<file path="src/rtl/dispense_sequencer.sv">
// Drink command sequencer: turns the 3-bit FSM command into timed
// heater/grinder/pump/valve/coin phases with one pending-command slot.
//
// Ports:
//   clk, rst        clock, synchronous active-low reset
//   cmd[2:0]        000 none, 111 coffee, 110 tea, 101 tea+5 change, 100 refund
//   water_hot       heater at temperature
//   heater_on       HEAT phase
//   grinder_on      GRIND phase
//   pump_on         POUR phase
//   tea_valve       POUR phase of a tea command
//   coin_ret        REFUND phase
//   change5         CHANGE phase
//   busy            not idle
//   done            DONE phase (one cycle)
//   fault           pulse in first REFUND cycle after a heat timeout
//   cmd_drop        pulse: legal cmd lost because the pending slot was full
//   cmd_err         pulse: illegal cmd (001/010/011) ignored
module dispense_sequencer #(
  parameter int CW           = 8,
  parameter int HEAT_MAX     = 16,
  parameter int GRIND_CYCLES = 6,
  parameter int POUR_CYCLES  = 10,
  parameter int COIN_PULSE   = 2
) (
  input  logic       clk,
  input  logic       rst,
  input  logic [2:0] cmd,
  input  logic       water_hot,
  output logic       heater_on,
  output logic       grinder_on,
  output logic       pump_on,
  output logic       tea_valve,
  output logic       coin_ret,
  output logic       change5,
  output logic       busy,
  output logic       done,
  output logic       fault,
  output logic       cmd_drop,
  output logic       cmd_err
);

  typedef enum logic [2:0] {
    S_IDLE,
    S_HEAT,
    S_GRIND,
    S_POUR,
    S_CHANGE,
    S_REFUND,
    S_DONE
  } state_t;

  localparam logic [2:0] C_COFFEE = 3'b111;
  localparam logic [2:0] C_TEA    = 3'b110;
  localparam logic [2:0] C_TEA5   = 3'b101;
  localparam logic [2:0] C_REFUND = 3'b100;

  localparam logic [CW-1:0] HEAT_LAST  = CW'(HEAT_MAX - 1);
  localparam logic [CW-1:0] GRIND_LAST = CW'(GRIND_CYCLES - 1);
  localparam logic [CW-1:0] POUR_LAST  = CW'(POUR_CYCLES - 1);
  localparam logic [CW-1:0] COIN_LAST  = CW'(COIN_PULSE - 1);

  state_t        state_q, state_d;
  logic [CW-1:0] cnt_q, cnt_d;
  logic [2:0]    cur_q, cur_d;
  logic [2:0]    pend_q, pend_d;
  logic          pend_vld_q, pend_vld_d;
  logic          fault_q, fault_d;
  logic          drop_q, drop_d;
  logic          err_q, err_d;
  logic          cmd_legal;

  // Every command with the top bit set is a real drink/refund request.
  assign cmd_legal = cmd[2];

  function automatic state_t first_phase(input logic [2:0] c);
    return (c == C_REFUND) ? S_REFUND : S_HEAT;
  endfunction

  always_comb begin
    state_d    = state_q;
    cur_d      = cur_q;
    pend_d     = pend_q;
    pend_vld_d = pend_vld_q;
    fault_d    = 1'b0;
    drop_d     = 1'b0;
    err_d      = (cmd != 3'b000) && !cmd[2];

    unique case (state_q)
      S_IDLE: begin
        // The waiting command goes first; a new one
        // arriving now takes its place in the slot.
        if (pend_vld_q) begin
          state_d    = first_phase(pend_q);
          cur_d      = pend_q;
          pend_vld_d = cmd_legal;
          if (cmd_legal) pend_d = cmd;
        end else if (cmd_legal) begin
          state_d = first_phase(cmd);
          cur_d   = cmd;
        end
      end
      S_HEAT: begin
        if (water_hot) begin
          state_d = (cur_q == C_COFFEE) ? S_GRIND : S_POUR;
        end else if (cnt_q == HEAT_LAST) begin
          state_d = S_REFUND;
          fault_d = 1'b1;
        end
      end
      S_GRIND: begin
        if (cnt_q == GRIND_LAST) state_d = S_POUR;
      end
      S_POUR: begin
        if (cnt_q == POUR_LAST) begin
          state_d = (cur_q == C_TEA5) ? S_CHANGE : S_DONE;
        end
      end
      S_CHANGE: begin
        if (cnt_q == COIN_LAST) state_d = S_DONE;
      end
      S_REFUND: begin
        if (cnt_q == COIN_LAST) state_d = S_DONE;
      end
      S_DONE: begin
        state_d = S_IDLE;
      end
      default: begin
        state_d = S_IDLE;
      end
    endcase

    if (state_q != S_IDLE && cmd_legal) begin
      if (!pend_vld_q) begin
        pend_vld_d = 1'b1;
        pend_d     = cmd;
      end else begin
        drop_d = 1'b1;
      end
    end

    // Held at zero in IDLE so it never free-runs.
    if (state_d != state_q || state_q == S_IDLE) begin
      cnt_d = '0;
    end else begin
      cnt_d = cnt_q + CW'(1);
    end
  end

  always_ff @(posedge clk) begin
    if (!rst) begin
      state_q    <= S_IDLE;
      cnt_q      <= '0;
      cur_q      <= 3'b000;
      pend_q     <= 3'b000;
      pend_vld_q <= 1'b0;
      fault_q    <= 1'b0;
      drop_q     <= 1'b0;
      err_q      <= 1'b0;
    end else begin
      state_q    <= state_d;
      cnt_q      <= cnt_d;
      cur_q      <= cur_d;
      pend_q     <= pend_d;
      pend_vld_q <= pend_vld_d;
      fault_q    <= fault_d;
      drop_q     <= drop_d;
      err_q      <= err_d;
    end
  end

  assign heater_on  = (state_q == S_HEAT);
  assign grinder_on = (state_q == S_GRIND);
  assign pump_on    = (state_q == S_POUR);
  assign tea_valve  = (state_q == S_POUR) &&
                      (cur_q == C_TEA || cur_q == C_TEA5);
  assign coin_ret   = (state_q == S_REFUND);
  assign change5    = (state_q == S_CHANGE);
  assign busy       = (state_q != S_IDLE);
  assign done       = (state_q == S_DONE);
  assign fault      = fault_q;
  assign cmd_drop   = drop_q;
  assign cmd_err    = err_q;

endmodule

</file>
<file path="config.mk">
export PLATFORM = sky130hd
export DESIGN_NAME = dispense_sequencer
export DESIGN_NICKNAME = d
export VERILOG_FILES = /design/src/rtl/dispense_sequencer.sv
export SDC_FILE = /design/constraint.sdc
export NUM_CORES = 1
export LEC_CHECK = 0
export ABC_AREA = 0
export BUFFER_PORTS_ARGS = -buffer_cell sky130_fd_sc_hd__buf_2
export CAP_MARGIN = 0
export CORE_MARGIN = 1.5
export CORE_UTILIZATION = 49
export CTS_CLUSTER_DIAMETER = 120
export CTS_CLUSTER_SIZE = 40
export DETAILED_ROUTE_END_ITERATION = 16
export HOLD_SLACK_MARGIN = 0.03
export PLACE_DENSITY_LB_ADDON = 0.12
export SYNTH_ARGS = -nofsm -noshare
export SYNTH_HDL_FRONTEND = slang
export SYNTH_SLANG_ARGS = --single-unit
</file>
<file path="constraint.sdc">
create_clock -name clk -period 1.44 [get_ports clk]
set_clock_uncertainty 0.2 [all_clocks]
set_input_delay 0.144 -clock clk [delete_from_list [all_inputs] [get_ports clk]]
set_output_delay 0.144 -clock clk [all_outputs]
set_load 0.01 [all_outputs]
</file>
# Yosys cells after proc, flatten, opt, wreduce, memory -nomap -nowiden

Cells that the tools add are included.

Add/subtract/negate cells: 1
Eq/ne operators: 16
Multiplexer cells: 25
Bitwise operators: 2
Reduce and logical (&&, ||, !) cells: 15

Operator list:

| operator              | count |
|---|---|
| $mux W3               | 16 |
| $eq A3 B3 Y1 const B  | 8 |
| $eq A8 B4 Y1 const B  | 2 |
| $pmux W3 S5           | 1 |
| $add A8 B1 Y8 const B | 1 |
| $eq A8 B1 Y1 const B  | 1 |
| $eq A8 B3 Y1 const B  | 1 |
| $mux W1               | 7 |
| $eq A3 B2 Y1 const B  | 2 |
| $reduce_bool A3 Y1    | 2 |
| $reduce_and A2 Y1     | 2 |
| $reduce_or A2 Y1      | 2 |
| $eq A3 B1 Y1 const B  | 1 |
| $logic_and A1 B1 Y1   | 3 |
| $logic_not A3 Y1      | 1 |
| $ne A3 B3 Y1          | 1 |
| $reduce_or A3 Y1      | 1 |
| $logic_or A1 B1 Y1    | 2 |
| $mux W2               | 1 |
| $not A1 Y1            | 2 |
| $reduce_bool A2 Y1    | 1 |
| $logic_not A1 Y1      | 1 |

Bits in registers: 21
Word-level logic and storage cells: 67

# Logic depth before layout (Yosys ltp)

Depth in word-level cells: 8
Gate-level depth with buffers: 6

# Worst setup path after synthesis

No wires, ideal clock.

Path type: register to register
Start: register state_q[0]
End: register state_q[2]
Setup time: 0.059 ns
Arrival time: 1.341 ns
Data required time: 1.181 ns
Setup slack: -0.160 ns
Stages on the path, launching flop included: 6
Period minus slack after synthesis: 1.600 ns
Cell sequence: dfxtp_1 -> buf_4 -> nor3b_1 -> nand3_1 -> nand2_2 -> o311a_1

RTL lines:

| element                | RTL line | text |
|---|---|---|
| from (decl)            | 63       | `state_t state_q, state_d;` |
| from (signal assigned) | 161      | `state_q <= state_d;` |
| $eq A3 B1 Y1           | n/a      |  |
| via heater_on          | 30       | `output logic heater_on,` |
| $pmux W3 S5            | 89       | `unique case (state_q)` |

The timed path passes the listed nets, and every way through them passes these cells.
A chain may end at the register's enable or synchronous reset.

# Final worst setup path

Start: register state_q[1]
End: output port tea_valve

Cells in the longest elaborated chain, start to end: 2

RTL lines:

| element             | RTL line | text |
|---|---|---|
| $eq A3 B2 Y1        | 175      | `assign tea_valve = (state_q == S_POUR) &&` |
| $logic_and A1 B1 Y1 | 175      |  |
| to (decl)           | 33       | `output logic tea_valve,` |

No other way between the ends.

==> parameters.txt <==
Parameter                              Value

Outcome
  Outcome    finished with violations
  Violated checks    negative setup slack

Clock network
  Post-CTS clock slew at the launch and capture registers of the worst setup and hold paths    0.12 ns
  Number of H-tree branching levels    1
  Sink Count    21
  TritonCTS clock tree    yes
  Clock Latency Late Sink    0.31 ns
  Number of buffers created by CTS    3
  Root buffer cell    sky130_fd_sc_hd__clkbuf_4
  Largest buffer count on any clock path    2

Cells and area
  Proportion of layout cells with a drive suffix above 1    54.9%
  Antenna Diode Count    0
  Area growth from synthesis to layout    63.4%
  Final layout net count    191
  Design Area, Final    0.00184 mm2
  Most frequent cells in the layout    sky130_fd_sc_hd__buf_4 (24), sky130_fd_sc_hd__buf_6 (17), sky130_fd_sc_hd__dfxtp_1 (13)
  Filler cell count in the final layout    135
  Most common cell after layout, fill and taps aside    sky130_fd_sc_hd__buf_4
  Final Instance Count excl. Fillers    210

Die
  Die boundary width    50.9 um
  Effective utilization at floorplan    51.3%
  Placeable core region    0.00219 mm2
  Boundary pin count    17
  Placement Rows    17
  Height of the die    50.9 um
  DIE AREA    0.00259 mm2

Timing
  Setup repair after global routing missed its margin    yes
  Worst Tran Pin Value    0.477 ns
  Final setup fails    26
  Share of the cycle needed by the critical path after routing    116%
  Worst Hold Margin    0.0762 ns
  Final WS setup    -0.232 ns
  Max-Slew Margin vs Limit    68.1%
  Total count of max-transition violations in the final report    0
  Achievable Freq    598 MHz
  Clock period minus final worst setup slack    1.67 ns
  Hold Vio Cnt, Final    0

Detailed routing
  Met3 wire len    97 um
  DRT antenna net count    0
  Average via count per standard cell    5.48
  Met2 wirelength from detailed routing    1790 um
  Pre-antenna DRT Iters    4
  DRT Wirelength    3410 um
  Drt first-iter violations    20
  M1 wire length    1500 um
  Highest layer used for signal routing    met4
  Post-DR wirelength/cell    16.3 um
  Vias after detailed routing    1150
  DR DRC count    0

Setup path
  Critical path startpoint category    flip-flop
  Slowest stage cell, crit path    sky130_fd_sc_hd__dfxtp_4
  Critical path capture point type    output port
  Sequence of cells on the critical path    and3b_2 -> and3_1 -> buf_2
  CP Data Required Time    1.10 ns
  Critical path peak fanout    6
  Slowest stage delay, CP    0.43 ns
  Worst path bufs/invs    1
  Critical Setup Path Class    flip-flop to output port
  Crit-path leading delay family    simple AND/OR/NAND/NOR gates
  Crit path arrival time    1.33 ns

Place
  HPWL Detailed    1890 um
  Inst Count DP    185
  Count of port buffers added during placement    16
  Final weighted congestion in routability-driven placement    0.781
  Placed inst area    0.00138 mm2

Logic synthesis
  Mean area per synthesized cell    8.79 um2
  Proportion of register bits with asynchronous set or reset after synthesis    0%
  Post-synthesis sequential area ratio    37.4%
  Post-synthesis net count    136
  Number of warning messages in the yosys log    0
  Mapped Area    0.00112 mm2
  Register bit count reported by yosys    21
  Distinct cells, synth    42
  Ys flop type    sky130_fd_sc_hd__dfxtp_1
  Post-synth EDFFs    0
  Gate Count Post-Synth    128

Global route
  GR Util All Layers    24.1%
  Antenna violations before repair    0
  First-pass GRT wire length    4800 um
  Via count of the first global-routing pass    1051
  Pin count of the biggest net entering global routing    13
  Overflow after GRT    0

Min path
  Worst min path class    input pin to flip-flop

Power and ir drop
  Power density over the cells    1420 mW/mm2
  Worst VDD drop    1.22 mV
  Total leakage power    0.786 nW

Job
  Max-cap violations    0
-- per-stage QoR --
| stage | TNS [ns] | util [%] | setup WS (ns) | total power [mW] |
|---|---|---|---|---|
| after global placement | -0.937 | 62.8 | -0.104 | 1.61 |
| final | -2.82 | 83.9 | -0.232 | 2.61 |
| after global routing | -4.31 | 83.9 | -0.275 | 2.75 |
| after CTS | -2.02 | 73.3 | -0.182 | 2.19 |
| after floorplan | -0.164 | - | -0.0420 | 1.37 |
| after detailed placement | -1.71 | 62.8 | -0.159 | 1.62 |
-- report_power, final --
group / switching [mW] / leakage [nW] / internal (mW)
clock network: 0.192 / 0.0177 / 0.104
registers: 0.134 / 0.176 / 0.696
logic: 0.676 / 0.592 / 0.809
-- kinds of logic after synthesis --
group | Yosys count | synth area share [%]
AND/OR/NAND/NOR | 58 | 30.8
flip-flops | 21 | 37.4
AO/OA/AOI/OAI | 19 | 12.5
buffers and inverters | 15 | 6.45
XOR/XNOR | 8 | 6.23
multiplexers | 5 | 4.45
adder cells (fa/ha/maj) | 2 | 2.22
-- state kept, by name, summed over array words and instances (netlist names) --
signal,cells
pend_vld_q,1
cur_q,3
state_q,3
cmd_drop,1
cmd_err,1
fault,1
pend_q,3
cnt_q,8
-- layer usage --
| layer | GRT usage [%] | vias up |
|---|---|---|
| met5 | 0 | - |
| met4 | 7.66 | 0 |
| met3 | 4.09 | 4 |
| met2 | 40.9 | 28 |
| met1 | 31.0 | 554 |
| li1 | - | 564 |
-- path summary, 6_finish.rpt --
| kind | start | end | slack [ns] | cells past startpoint |
|---|---|---|---|---|
| max | state_q[1] | tea_valve | -0.23 | 3 |
| min | rst | fault | 0.08 | 3 |
| max reg2reg | state_q[1] | state_q[2] | -0.19 | 5 |
| min reg2reg | pend_q[2] | pend_q[2] | 0.28 | 2 |
-- what timing repair did --
action	4_1_cts	5_1_grt
gates resized for setup	27	36
setup endpoints to repair	27	28
pin swaps	15	16
setup buffers	10	9
hold endpoints to repair	14	0
hold buffers	4	0
gates cloned	0	0
-- tightest hold or removal path: stages --
cell and delay, ns:
sky130_fd_sc_hd__buf_2 0.09, sky130_fd_sc_hd__inv_1 0.18, sky130_fd_sc_hd__nor2_1 0.15
-- area by class of cell --
| type | instances | area (um2) | area share [%] |
|---|---|---|---|
| Clock inverter | 1 | 5.00 | 0.272 |
| Inverter | 7 | 26.3 | 1.43 |
| Multi-Input combinational cell | 92 | 827 | 45.0 |
| Sequential cell | 21 | 438 | 23.8 |
| Timing Repair Buffer | 58 | 484 | 26.3 |
| Clock buffer | 3 | 22.5 | 1.23 |
| Tap cell | 28 | 35.0 | 1.91 |
-- Yosys cell counts (4+ instances only) --
cell type	n	area share (%)
sky130_fd_sc_hd__nor4_1	4	2.2
sky130_fd_sc_hd__a21oi_1	4	1.8
sky130_fd_sc_hd__nand3_1	4	1.8
sky130_fd_sc_hd__xnor2_1	5	3.9
sky130_fd_sc_hd__mux2i_1	5	4.4
sky130_fd_sc_hd__nand2_1	10	3.3
sky130_fd_sc_hd__buf_2	4	1.8
sky130_fd_sc_hd__inv_1	6	2.0
sky130_fd_sc_hd__dfxtp_1	21	37
sky130_fd_sc_hd__nor3_1	4	1.8
sky130_fd_sc_hd__nand4_1	4	2.2
sky130_fd_sc_hd__nor2_1	13	4.3
No activity file was read; power rests on OpenSTA's default activity.
